--- config.mk ---
export PLATFORM = sky130hd
export DESIGN_NAME = rom_burst_reader_flat
export DESIGN_NICKNAME = d
export VERILOG_FILES = /design/src/rtl/rom_burst_reader_pkg.sv /design/src/rtl/rom_burst_reader_if.sv /design/src/rtl/rbr_skid_fifo.sv /design/src/rtl/rom_burst_reader.sv /design/src/flat_wrapper.sv
export SDC_FILE = /design/constraint.sdc
export NUM_CORES = 1
export LEC_CHECK = 0
export CAP_MARGIN = 20
export CORE_UTILIZATION = 65
export CTS_BUF_LIST = sky130_fd_sc_hd__clkbuf_8
export CTS_CLUSTER_DIAMETER = 50
export DETAILED_ROUTE_END_ITERATION = 8
export DONT_BUFFER_PORTS = 1
export GPL_TIMING_DRIVEN = 0
export PLACE_DENSITY = 0.82
export SETUP_SLACK_MARGIN = 0.2
export SLEW_MARGIN = 20
export SYNTH_ARGS = -nofsm -noshare
export SYNTH_HDL_FRONTEND = slang
export SYNTH_SLANG_ARGS = --single-unit
--- constraint.sdc ---
create_clock -name clk -period 3.5 [get_ports clk]
set_input_delay 0.35 -clock clk [delete_from_list [all_inputs] [get_ports clk]]
set_output_delay 0.35 -clock clk [all_outputs]
set_load 0.1 [all_outputs]
--- src/rtl/rom_burst_reader_pkg.sv ---
// Shared types and constants for the ROM burst reader and its skid FIFO.
package rom_burst_reader_pkg;

   typedef enum logic [1:0] {
      ST_IDLE,
      ST_FETCH,
      ST_DRAIN,
      ST_DONE
   } rbr_state_e;

   localparam int RBR_FIFO_DEPTH = 2;
   localparam int RBR_CNT_W      = $clog2(RBR_FIFO_DEPTH + 1);
   localparam int RBR_PTR_W      = $clog2(RBR_FIFO_DEPTH);

endpackage

--- src/rtl/rom_burst_reader_if.sv ---
// Command, ROM read port and stream signals of the ROM burst reader.
// i_abort exists only when ROM_BURST_READER_ABORT_EN is defined.
interface rom_burst_reader_if #(
   parameter int READ_ADDR_WIDTH = 8,
   parameter int WIDTH           = 8,
   parameter int LEN_WIDTH       = 9
);
   logic                       i_start;
   logic [READ_ADDR_WIDTH-1:0] i_base_addr;
   logic [LEN_WIDTH-1:0]       i_len;
   logic                       o_busy;
   logic                       o_done;
   logic [READ_ADDR_WIDTH-1:0] o_rom_addr;
   logic                       o_rom_rd_en;
   logic [WIDTH-1:0]           i_rom_data;
   logic [WIDTH-1:0]           o_data;
   logic                       o_valid;
   logic                       o_last;
   logic                       i_ready;
`ifdef ROM_BURST_READER_ABORT_EN
   logic                       i_abort;

   modport master (
      output i_start, i_base_addr, i_len, i_rom_data, i_ready, i_abort,
      input  o_busy, o_done, o_rom_addr, o_rom_rd_en, o_data, o_valid, o_last
   );
   modport slave (
      input  i_start, i_base_addr, i_len, i_rom_data, i_ready, i_abort,
      output o_busy, o_done, o_rom_addr, o_rom_rd_en, o_data, o_valid, o_last
   );
`else
   modport master (
      output i_start, i_base_addr, i_len, i_rom_data, i_ready,
      input  o_busy, o_done, o_rom_addr, o_rom_rd_en, o_data, o_valid, o_last
   );
   modport slave (
      input  i_start, i_base_addr, i_len, i_rom_data, i_ready,
      output o_busy, o_done, o_rom_addr, o_rom_rd_en, o_data, o_valid, o_last
   );
`endif
endinterface

--- src/rtl/rbr_skid_fifo.sv ---
// Two-entry FIFO holding {last, data} words returned by the ROM.
// Occupancy is bounded by the reader's issue rule; overflow is a checked error.
module rbr_skid_fifo
   import rom_burst_reader_pkg::*;
#(
   parameter int DATA_W = 9
) (
   input  logic                 clk,
   input  logic                 rst,
   input  logic                 push_i,
   input  logic [DATA_W-1:0]    push_data_i,
   input  logic                 pop_i,
   input  logic                 flush_i,
   output logic [DATA_W-1:0]    head_o,
   output logic                 valid_o,
   output logic [RBR_CNT_W-1:0] count_o
);

   logic [DATA_W-1:0]    mem_q [RBR_FIFO_DEPTH];
   logic [RBR_PTR_W-1:0] wr_ptr_q;
   logic [RBR_PTR_W-1:0] rd_ptr_q;
   logic [RBR_CNT_W-1:0] count_q;

   // NOTE: the storage is reset so the stream outputs read 0 out of reset; with
   // only two entries this costs little, deeper memories would normally skip it.
   always_ff @(posedge clk or posedge rst) begin
      if (rst) begin
         mem_q    <= '{default: '0};
         wr_ptr_q <= '0;
         rd_ptr_q <= '0;
         count_q  <= '0;
      end else if (flush_i) begin
         wr_ptr_q <= '0;
         rd_ptr_q <= '0;
         count_q  <= '0;
      end else begin
         if (push_i) begin
            mem_q[wr_ptr_q] <= push_data_i;
            wr_ptr_q        <= wr_ptr_q + RBR_PTR_W'(1);
         end
         if (pop_i) begin
            rd_ptr_q <= rd_ptr_q + RBR_PTR_W'(1);
         end
         count_q <= count_q + RBR_CNT_W'(push_i) - RBR_CNT_W'(pop_i);
      end
   end

   assign head_o  = mem_q[rd_ptr_q];
   assign valid_o = (count_q != '0);
   assign count_o = count_q;

   overflow_a: assert property (@(posedge clk) disable iff (rst)
      !(push_i && !pop_i && !flush_i && (count_q == RBR_CNT_W'(RBR_FIFO_DEPTH))));

endmodule

--- src/rtl/rom_burst_reader.sv ---
// Reads a contiguous ROM range and streams it out with valid/ready backpressure.
// Optional abort input enabled by defining ROM_BURST_READER_ABORT_EN.
module rom_burst_reader
   import rom_burst_reader_pkg::*;
#(
   parameter int READ_ADDR_WIDTH = 8,
   parameter int WIDTH           = 8,
   parameter int LEN_WIDTH       = 9
) (
   input  logic               clk,
   input  logic               rst,
   rom_burst_reader_if.slave  bus
);

   localparam int OCC_W = RBR_CNT_W + 1;

   rbr_state_e                 state_q, state_d;
   logic [READ_ADDR_WIDTH-1:0] base_q, base_d;
   logic [READ_ADDR_WIDTH-1:0] addr_q, addr_d;
   logic [LEN_WIDTH-1:0]       len_q, len_d;
   logic [LEN_WIDTH-1:0]       issue_cnt_q, issue_cnt_d;
   logic                       inflight_q;
   logic                       inflight_last_q;

   logic [WIDTH:0]             fifo_head;
   logic [RBR_CNT_W-1:0]       fifo_cnt;
   logic                       fifo_valid;
   logic                       pop;
   logic                       flush;
   logic                       rd_en;
   logic                       issue_last;
   logic                       abort_now;
   logic [OCC_W-1:0]           occupancy;

`ifdef ROM_BURST_READER_ABORT_EN
   assign abort_now = bus.i_abort && ((state_q == ST_FETCH) || (state_q == ST_DRAIN));
`else
   assign abort_now = 1'b0;
`endif

   // The head beat is withheld during an abort so a truncated burst never shows o_last.
   assign bus.o_valid = fifo_valid && !abort_now;
   assign bus.o_last  = fifo_valid && fifo_head[WIDTH] && !abort_now;
   assign bus.o_data  = fifo_head[WIDTH-1:0];
   assign pop         = bus.o_valid && bus.i_ready;
   assign flush       = abort_now;

   // Words that will sit in the FIFO after this edge, counting the one in flight.
   assign occupancy  = OCC_W'(fifo_cnt) + OCC_W'(inflight_q) - OCC_W'(pop);
   assign issue_last = (issue_cnt_q == len_q - LEN_WIDTH'(1));
   assign rd_en      = (state_q == ST_FETCH) && (issue_cnt_q != len_q) &&
                       (occupancy < OCC_W'(RBR_FIFO_DEPTH)) && !abort_now;
   assign addr_d     = rd_en ? base_q + READ_ADDR_WIDTH'(issue_cnt_q) : addr_q;

   assign bus.o_rom_rd_en = rd_en;
   assign bus.o_rom_addr  = addr_d;
   assign bus.o_busy      = (state_q != ST_IDLE);
   assign bus.o_done      = (state_q == ST_DONE);

   // NOTE: every next-state variable takes its hold value first, so no path
   // through the case statement leaves one unassigned and infers a latch.
   always_comb begin
      state_d     = state_q;
      base_d      = base_q;
      len_d       = len_q;
      issue_cnt_d = issue_cnt_q;
      unique case (state_q)
         ST_IDLE: begin
            if (bus.i_start) begin
               base_d      = bus.i_base_addr;
               len_d       = bus.i_len;
               issue_cnt_d = '0;
               state_d     = (bus.i_len == '0) ? ST_DONE : ST_FETCH;
            end
         end
         ST_FETCH: begin
            if (abort_now) begin
               state_d = ST_DONE;
            end else if (rd_en) begin
               issue_cnt_d = issue_cnt_q + LEN_WIDTH'(1);
               if (issue_last) state_d = ST_DRAIN;
            end
         end
         ST_DRAIN: begin
            if (abort_now || (occupancy == '0)) state_d = ST_DONE;
         end
         ST_DONE: state_d = ST_IDLE;
         default: state_d = ST_IDLE;
      endcase
   end

   // NOTE: state registers use non-blocking assignments so every flop samples
   // pre-edge values regardless of process ordering.
   always_ff @(posedge clk or posedge rst) begin
      if (rst) begin
         state_q         <= ST_IDLE;
         base_q          <= '0;
         len_q           <= '0;
         issue_cnt_q     <= '0;
         addr_q          <= '0;
         inflight_q      <= 1'b0;
         inflight_last_q <= 1'b0;
      end else begin
         state_q         <= state_d;
         base_q          <= base_d;
         len_q           <= len_d;
         issue_cnt_q     <= issue_cnt_d;
         addr_q          <= addr_d;
         inflight_q      <= rd_en;
         inflight_last_q <= rd_en && issue_last;
      end
   end

   rbr_skid_fifo #(
      .DATA_W (WIDTH + 1)
   ) u_fifo (
      .clk         (clk),
      .rst         (rst),
      .push_i      (inflight_q),
      .push_data_i ({inflight_last_q, bus.i_rom_data}),
      .pop_i       (pop),
      .flush_i     (flush),
      .head_o      (fifo_head),
      .valid_o     (fifo_valid),
      .count_o     (fifo_cnt)
   );

endmodule

--- src/flat_wrapper.sv ---
// flat-port wrapper written by rule: the top's interface ports become plain ports
module rom_burst_reader_flat import rom_burst_reader_pkg::*;
#(
   parameter int READ_ADDR_WIDTH = 8,
   parameter int WIDTH           = 8,
   parameter int LEN_WIDTH       = 9
)
  (clk, rst, bus_i_start, bus_i_base_addr, bus_i_len, bus_i_rom_data, bus_i_ready, bus_o_busy, bus_o_done, bus_o_rom_addr, bus_o_rom_rd_en, bus_o_data, bus_o_valid, bus_o_last);
  rom_burst_reader_if #(.READ_ADDR_WIDTH(READ_ADDR_WIDTH), .WIDTH(WIDTH), .LEN_WIDTH(LEN_WIDTH)) bus_i ();
  input  logic clk;
  input  logic rst;
  input wire logic [$bits(bus_i.i_start)-1:0] bus_i_start;
  input wire logic [$bits(bus_i.i_base_addr)-1:0] bus_i_base_addr;
  input wire logic [$bits(bus_i.i_len)-1:0] bus_i_len;
  input wire logic [$bits(bus_i.i_rom_data)-1:0] bus_i_rom_data;
  input wire logic [$bits(bus_i.i_ready)-1:0] bus_i_ready;
  output wire logic [$bits(bus_i.o_busy)-1:0] bus_o_busy;
  output wire logic [$bits(bus_i.o_done)-1:0] bus_o_done;
  output wire logic [$bits(bus_i.o_rom_addr)-1:0] bus_o_rom_addr;
  output wire logic [$bits(bus_i.o_rom_rd_en)-1:0] bus_o_rom_rd_en;
  output wire logic [$bits(bus_i.o_data)-1:0] bus_o_data;
  output wire logic [$bits(bus_i.o_valid)-1:0] bus_o_valid;
  output wire logic [$bits(bus_i.o_last)-1:0] bus_o_last;
  assign bus_i.i_start = bus_i_start;
  assign bus_i.i_base_addr = bus_i_base_addr;
  assign bus_i.i_len = bus_i_len;
  assign bus_i.i_rom_data = bus_i_rom_data;
  assign bus_i.i_ready = bus_i_ready;
  assign bus_o_busy = bus_i.o_busy;
  assign bus_o_done = bus_i.o_done;
  assign bus_o_rom_addr = bus_i.o_rom_addr;
  assign bus_o_rom_rd_en = bus_i.o_rom_rd_en;
  assign bus_o_data = bus_i.o_data;
  assign bus_o_valid = bus_i.o_valid;
  assign bus_o_last = bus_i.o_last;
  rom_burst_reader #(.READ_ADDR_WIDTH(READ_ADDR_WIDTH), .WIDTH(WIDTH), .LEN_WIDTH(LEN_WIDTH)) u_core (.clk(clk), .rst(rst), .bus(bus_i));
endmodule
# Yosys cells after proc, flatten, opt, wreduce, memory -nomap -nowiden
# Index checks and enable logic that the tools add are counted.
# classes
n_reduce_logical	15
mux	16
order_cmp	4
multipliers	0
n_eq_ne	9
bitwise_logic	2
shifts	0
n_div	0
add_sub_neg	9
# op_table
op	n
$mux W9	6
$bwmux W18	1
$pmux W9 S2	1
$mux W2	5
$add A9 B1 Y9 const B	1
$demux W9 S1	1
$eq A9 B9 Y1	1
$logic_not A9 Y1	1
$ne A9 B9 Y1	1
$sub A9 B1 Y9 const B	1
$add A8 B8 Y8	1
$mux W8	1
$pmux W2 S4	1
$logic_and A1 B1 Y1	6
$ne A2 B1 Y1 const B	3
$reduce_bool A2 Y1	3
$eq A2 B2 Y1 const B	2
$ge A2 B2 Y1 const B	2
$not A1 Y2	2
$reduce_and A4 Y1	1
$add A2 B1 Y3	1
$logic_not A3 Y1	1
$lt A3 B2 Y1 const B	1
$reduce_and A3 Y1	1
other kinds (9)	10
# totals
n_memories	0
in_bits	29
out_inout_bits	21
regBits	60
latchBits	0
elab_cells	67
romBits	0
ramBits	0

# Logic depth before layout (Yosys ltp)
# logic_depth
ltp_word	7
mapped_depth	16
depth_no_buf	15

# Cells and area by module
# From an unflattened synthesis, not the netlist that was laid out.
# unflattened
hier_cells	309
hier_area_um2	3435.8
# by_module_without_submodules
module	instances	cells_each	area_each_um2
rom_burst_reader	1	243	2432.3
rbr_skid_fifo	1	66	1003.5

# Least setup slack after synthesis
# OpenSTA, ideal clock, no wires.
# synth_path
path_kind	flip-flop to output port
from	register u_core.u_fifo.count_q[1] (netlist: u_core.u_fifo.count_o[1])
to	output port bus_o_rom_addr[1]
path_buffers	1
stages_incl_launch_ff	14
slack_ns	-1.720
t_arrival_ns	4.870
cell_sequence	dfrtp_1 nor2_1 inv_1 and2_1 ha_1 inv_1 ha_1 inv_1 fa_1 xnor2_1 nand3_1 a31oi_2 buf_2 mux2i_1
# synth_between
elab_chain_cells	6
elab_cells_between_ends	7
classes_between	add/sub (2); order compare (1); mux (1); reduce/logical (3)
# synth_lines
item	line_no	text
from (decl)	rbr_skid_fifo.sv:22	logic [RBR_CNT_W-1:0] count_q;
from (signal assigned)	rbr_skid_fifo.sv:44	count_q <= count_q + RBR_CNT_W'(push_i) - RBR_CNT_W'(pop_i);
$reduce_bool A2 Y1	rbr_skid_fifo.sv:49	assign valid_o = (count_q != '0);
via bus_o_valid	flat_wrapper.sv:22	output wire logic [$bits(bus_i.o_valid)-1:0] bus_o_valid;
$logic_and A1 B1 Y1	rom_burst_reader.sv:45	assign pop = bus.o_valid && bus.i_ready;
via u_core.pop	rom_burst_reader.sv:28	logic pop;
$sub A3 B1 Y3	rom_burst_reader.sv:49	assign occupancy = OCC_W'(fifo_cnt) + OCC_W'(inflight_q) - OCC_W'(pop);
$lt A3 B2 Y1	rom_burst_reader.sv:52	(occupancy < OCC_W'(RBR_FIFO_DEPTH)) && !abort_now;
$logic_and A1 B1 Y1	rom_burst_reader.sv:51	assign rd_en = (state_q == ST_FETCH) && (issue_cnt_q != len_q) &&
via bus_o_rom_rd_en	flat_wrapper.sv:20	output wire logic [$bits(bus_i.o_rom_rd_en)-1:0] bus_o_rom_rd_en;
$mux W8	rom_burst_reader.sv:53	assign addr_d = rd_en ? base_q + READ_ADDR_WIDTH'(issue_cnt_q) : addr_q;
to (decl)	flat_wrapper.sv:19	output wire logic [$bits(bus_i.o_rom_addr)-1:0] bus_o_rom_addr;
# The timed path passes the listed nets, and every way through them passes these cells.

# Worst setup path after layout
# Same ends and word-level chain as after synthesis.

==> metrics.cfg <==
[timing]
fin_crit_sh_pct = 122
relSlewSlack_pct = 28.3
fin_crit_ps = 4260
rsz0062_at_grt = yes
final_max_slew_viol_count = 0
worst_hold_slack_ps = 7.21
finalWorstSetupSlack_ps = -756
hold_viol_final = 0
setup_viol = 28
worst-slew-pin-transition_ps = 1070
clock_skew_ps = 10.1
fmax_mhz = 235
setup_tns_ps = -9860

[worst_setup_path]
slowest_stage = mux2i_4
cp-end-kind = output port
startpoint_type = register
worst-path-max-fanout = 7
path_cells = nor2_4 -> clkinvlp_4 -> and2_4 -> ha_4 -> inv_2 -> ha_4 -> inv_2 -> fa_2 -> xnor2_2 -> nand3_2 -> a31oi_4 -> buf_12 -> mux2i_4
crit_arrival_ps = 3910
crit_type = register to output port
slowest_delay_ps = 740
worstPathRequired_ps = 3150

[yosys]
ys_types = 41
ys_seq_area_share_pct = 46.5
yosysMostFrequentCell = dfrtp_1
ys_async_sr_fraction_pct = 100
ys_top_cells_by_area = dfrtp_1 (47%), mux2_2 (15%), ha_1 (6.2%)
ys_ff_latch = 60
synth_area_mm2 = 0.00323
synthTopCellsByCount = dfrtp_1 (60), mux2_2 (43), nor2_1 (27), inv_1 (18), xnor2_1 (17)
syn_avg_cell_area_um2 = 11.5
synth_nets = 328
yosys_warnings = 0
synth_top_area_share_pct = 46.5
synthFlopType = dfrtp_1
netlist_instances = 281
yosys.area.top_type = dfrtp_1
synth_edf_count = 0

[die]
initial_core_util_pct = 67.8
core_area_mm2 = 0.00475
die_w_um = 72.4
num_io_pins = 50
num_rows = 25
dieHeight_um = 72.4
die-area_mm2 = 0.00525

[detailed_routing]
drtIter0Drc = 146
wire_per_inst_um = 17.4
antenna_left = 0
vias = 2226
via_per_inst = 5.89
dr.pass1.iters = 4
drc_errors = 0
wirelength_mm = 6.59

[finish]
fin_nets = 354
post-route-util_pct = 80.7
area_growth_pct = 18.9
layout-drive-gt1-share_pct = 35.0
fillers = 289
num_antenna_cells = 0

[clock_network]
clock-sinks = 60
cts-buffers-inserted = 9
h-tree-depth = 3
clk_path_buf_depth = 2
cts_tree = built
cts-root-buf = clkbuf_8
path_clk_slew_ps = 60
clk_latency_ps = 330

[global_route]
grt_max_degree = 61
antenna_found_initial = 0
met2_usage_pct = 43.7
busiest_layer = met2
gr-total-overflow = 0
grtUsageMet3_pct = 8.89
grt_pass1_vias = 2253
met1_usage_pct = 34.8
grt_use_total_pct = 27.8
grt_pass1_wl_mm = 10.7

[run_status]
status = finished, violations left
violations = negative setup slack

[hold_path]
hold_class = input pin to async pin

[placement]
portBuffers = 0
gp_congestion = 0.826
dp_hpwl_mm = 4.15

[run]
cap_violations = 0

## layer usage
layer | part of all wire, % | wire length [µm] | up-vias
li1 | - | - | 1026
met1 | 42 | 2750 | 1097
met2 | 50 | 3300 | 86
met3 | 6.0 | 395 | 17
met4 | 2.2 | 148 | 0
met5 | 0 | 0 | -
## critical path: cells and delay by family (launching register included)
kind | cells | cell delay [ps]
AND/OR/NAND/NOR | 3 | 580
AO/OA/AOI/OAI | 1 | 200
multiplexers | 1 | 740
adder cells (fa/ha/maj) | 3 | 680
buffers and inverters | 4 | 740
XOR/XNOR | 1 | 190
flip-flops | 1 | 420
## area by class of cell
type / count / area [µm²] / share of cell area, %
Timing Repair Buffer: 15 / 140 / 3.65
Multi-Input combinational cell: 194 / 1790 / 46.7
Clock buffer: 10 / 138 / 3.59
Clock inverter: 5 / 46.3 / 1.21
Sequential cell: 60 / 1500 / 39.2
Inverter: 18 / 73.8 / 1.92
Tap cell: 67 / 83.8 / 2.19
Buffer: 9 / 60.1 / 1.57
## worst paths after layout
kind / from / end / slack (ps) / cells past startpoint
setup / recovery: u_core.u_fifo.count_o[1]$_DFF_PP0_ / bus_o_rom_addr[1] / -760 / 13
hold / removal: rst / u_core.base_q[6]$_DFFE_PP0P_ / 7 / 1
setup reg to reg: u_core.u_fifo.count_o[1]$_DFF_PP0_ / u_core.issue_cnt_q[7]$_DFFE_PP0P_ / -410 / 18
hold reg to reg: u_core.u_fifo.mem_q[3]$_DFFE_PP0P_ / u_core.u_fifo.mem_q[3]$_DFFE_PP0P_ / 500 / 1
max in group asynchronous: rst / u_core.u_fifo.count_o[1]$_DFF_PP0_ / 2980 / 1
min in group clk: bus_i_len[3] / u_core.len_q[3]$_DFFE_PP0P_ / 160 / 1
## placed cells by master, fill, tap and decap left out, types with 6 or more instances in the layout
cell type  count
nor3_1         6
dfrtp_1       59
ha_1          14
xor2_1        14
nand3_1        6
buf_4         12
mux2_2        47
clkbuf_8      10
inv_1         17
nor2_1        23
nand2_1        9
xnor2_1       16
## logic make-up after synthesis
| group | count (synthesis) | share of synthesized area (%) |
|---|---|---|
| compound gates | 23 | 5.16 |
| simple gates | 69 | 10.6 |
| xor+xnor | 32 | 8.92 |
| mux | 52 | 18.0 |
| flops | 60 | 46.5 |
| fa+ha+maj | 18 | 7.45 |
| buf+inv | 27 | 3.30 |
## sequential cells by signal, indices dropped and copies added, names as in the netlist
register / cells
u_core.addr_q: 8
u_core.base_q: 8
u_core.inflight_last_q: 1
u_core.inflight_q: 1
u_core.issue_cnt_q: 9
u_core.len_q: 9
u_core.state_q: 2
u_core.u_fifo.count_o: 2
u_core.u_fifo.mem_q: 18
u_core.u_fifo.rd_ptr_q: 1
u_core.u_fifo.wr_ptr_q: 1
## per-stage QoR
stage | area [µm²] | instances | setup slack (ps)
2_1_floorplan | 3330 | 281 | -401
3_3_place_gp | 3420 | 348 | -517
3_5_place_dp | 3420 | 348 | -592
4_1_cts | 3770 | 375 | -786
5_1_grt | 3830 | 378 | -880
6_report | 3830 | 378 | -756
## repair_timing
item,in CTS,in global routing
setup buffers,11,3
resized for setup,10,10
endpoints found under the setup margin,28,29
hold buffers,0,0
pin swaps,6,5
cloned,1,0
Power is left out: the tool's default activity adds up to more than one toggle a clock period on the data nets, which glitch-free logic cannot reach.
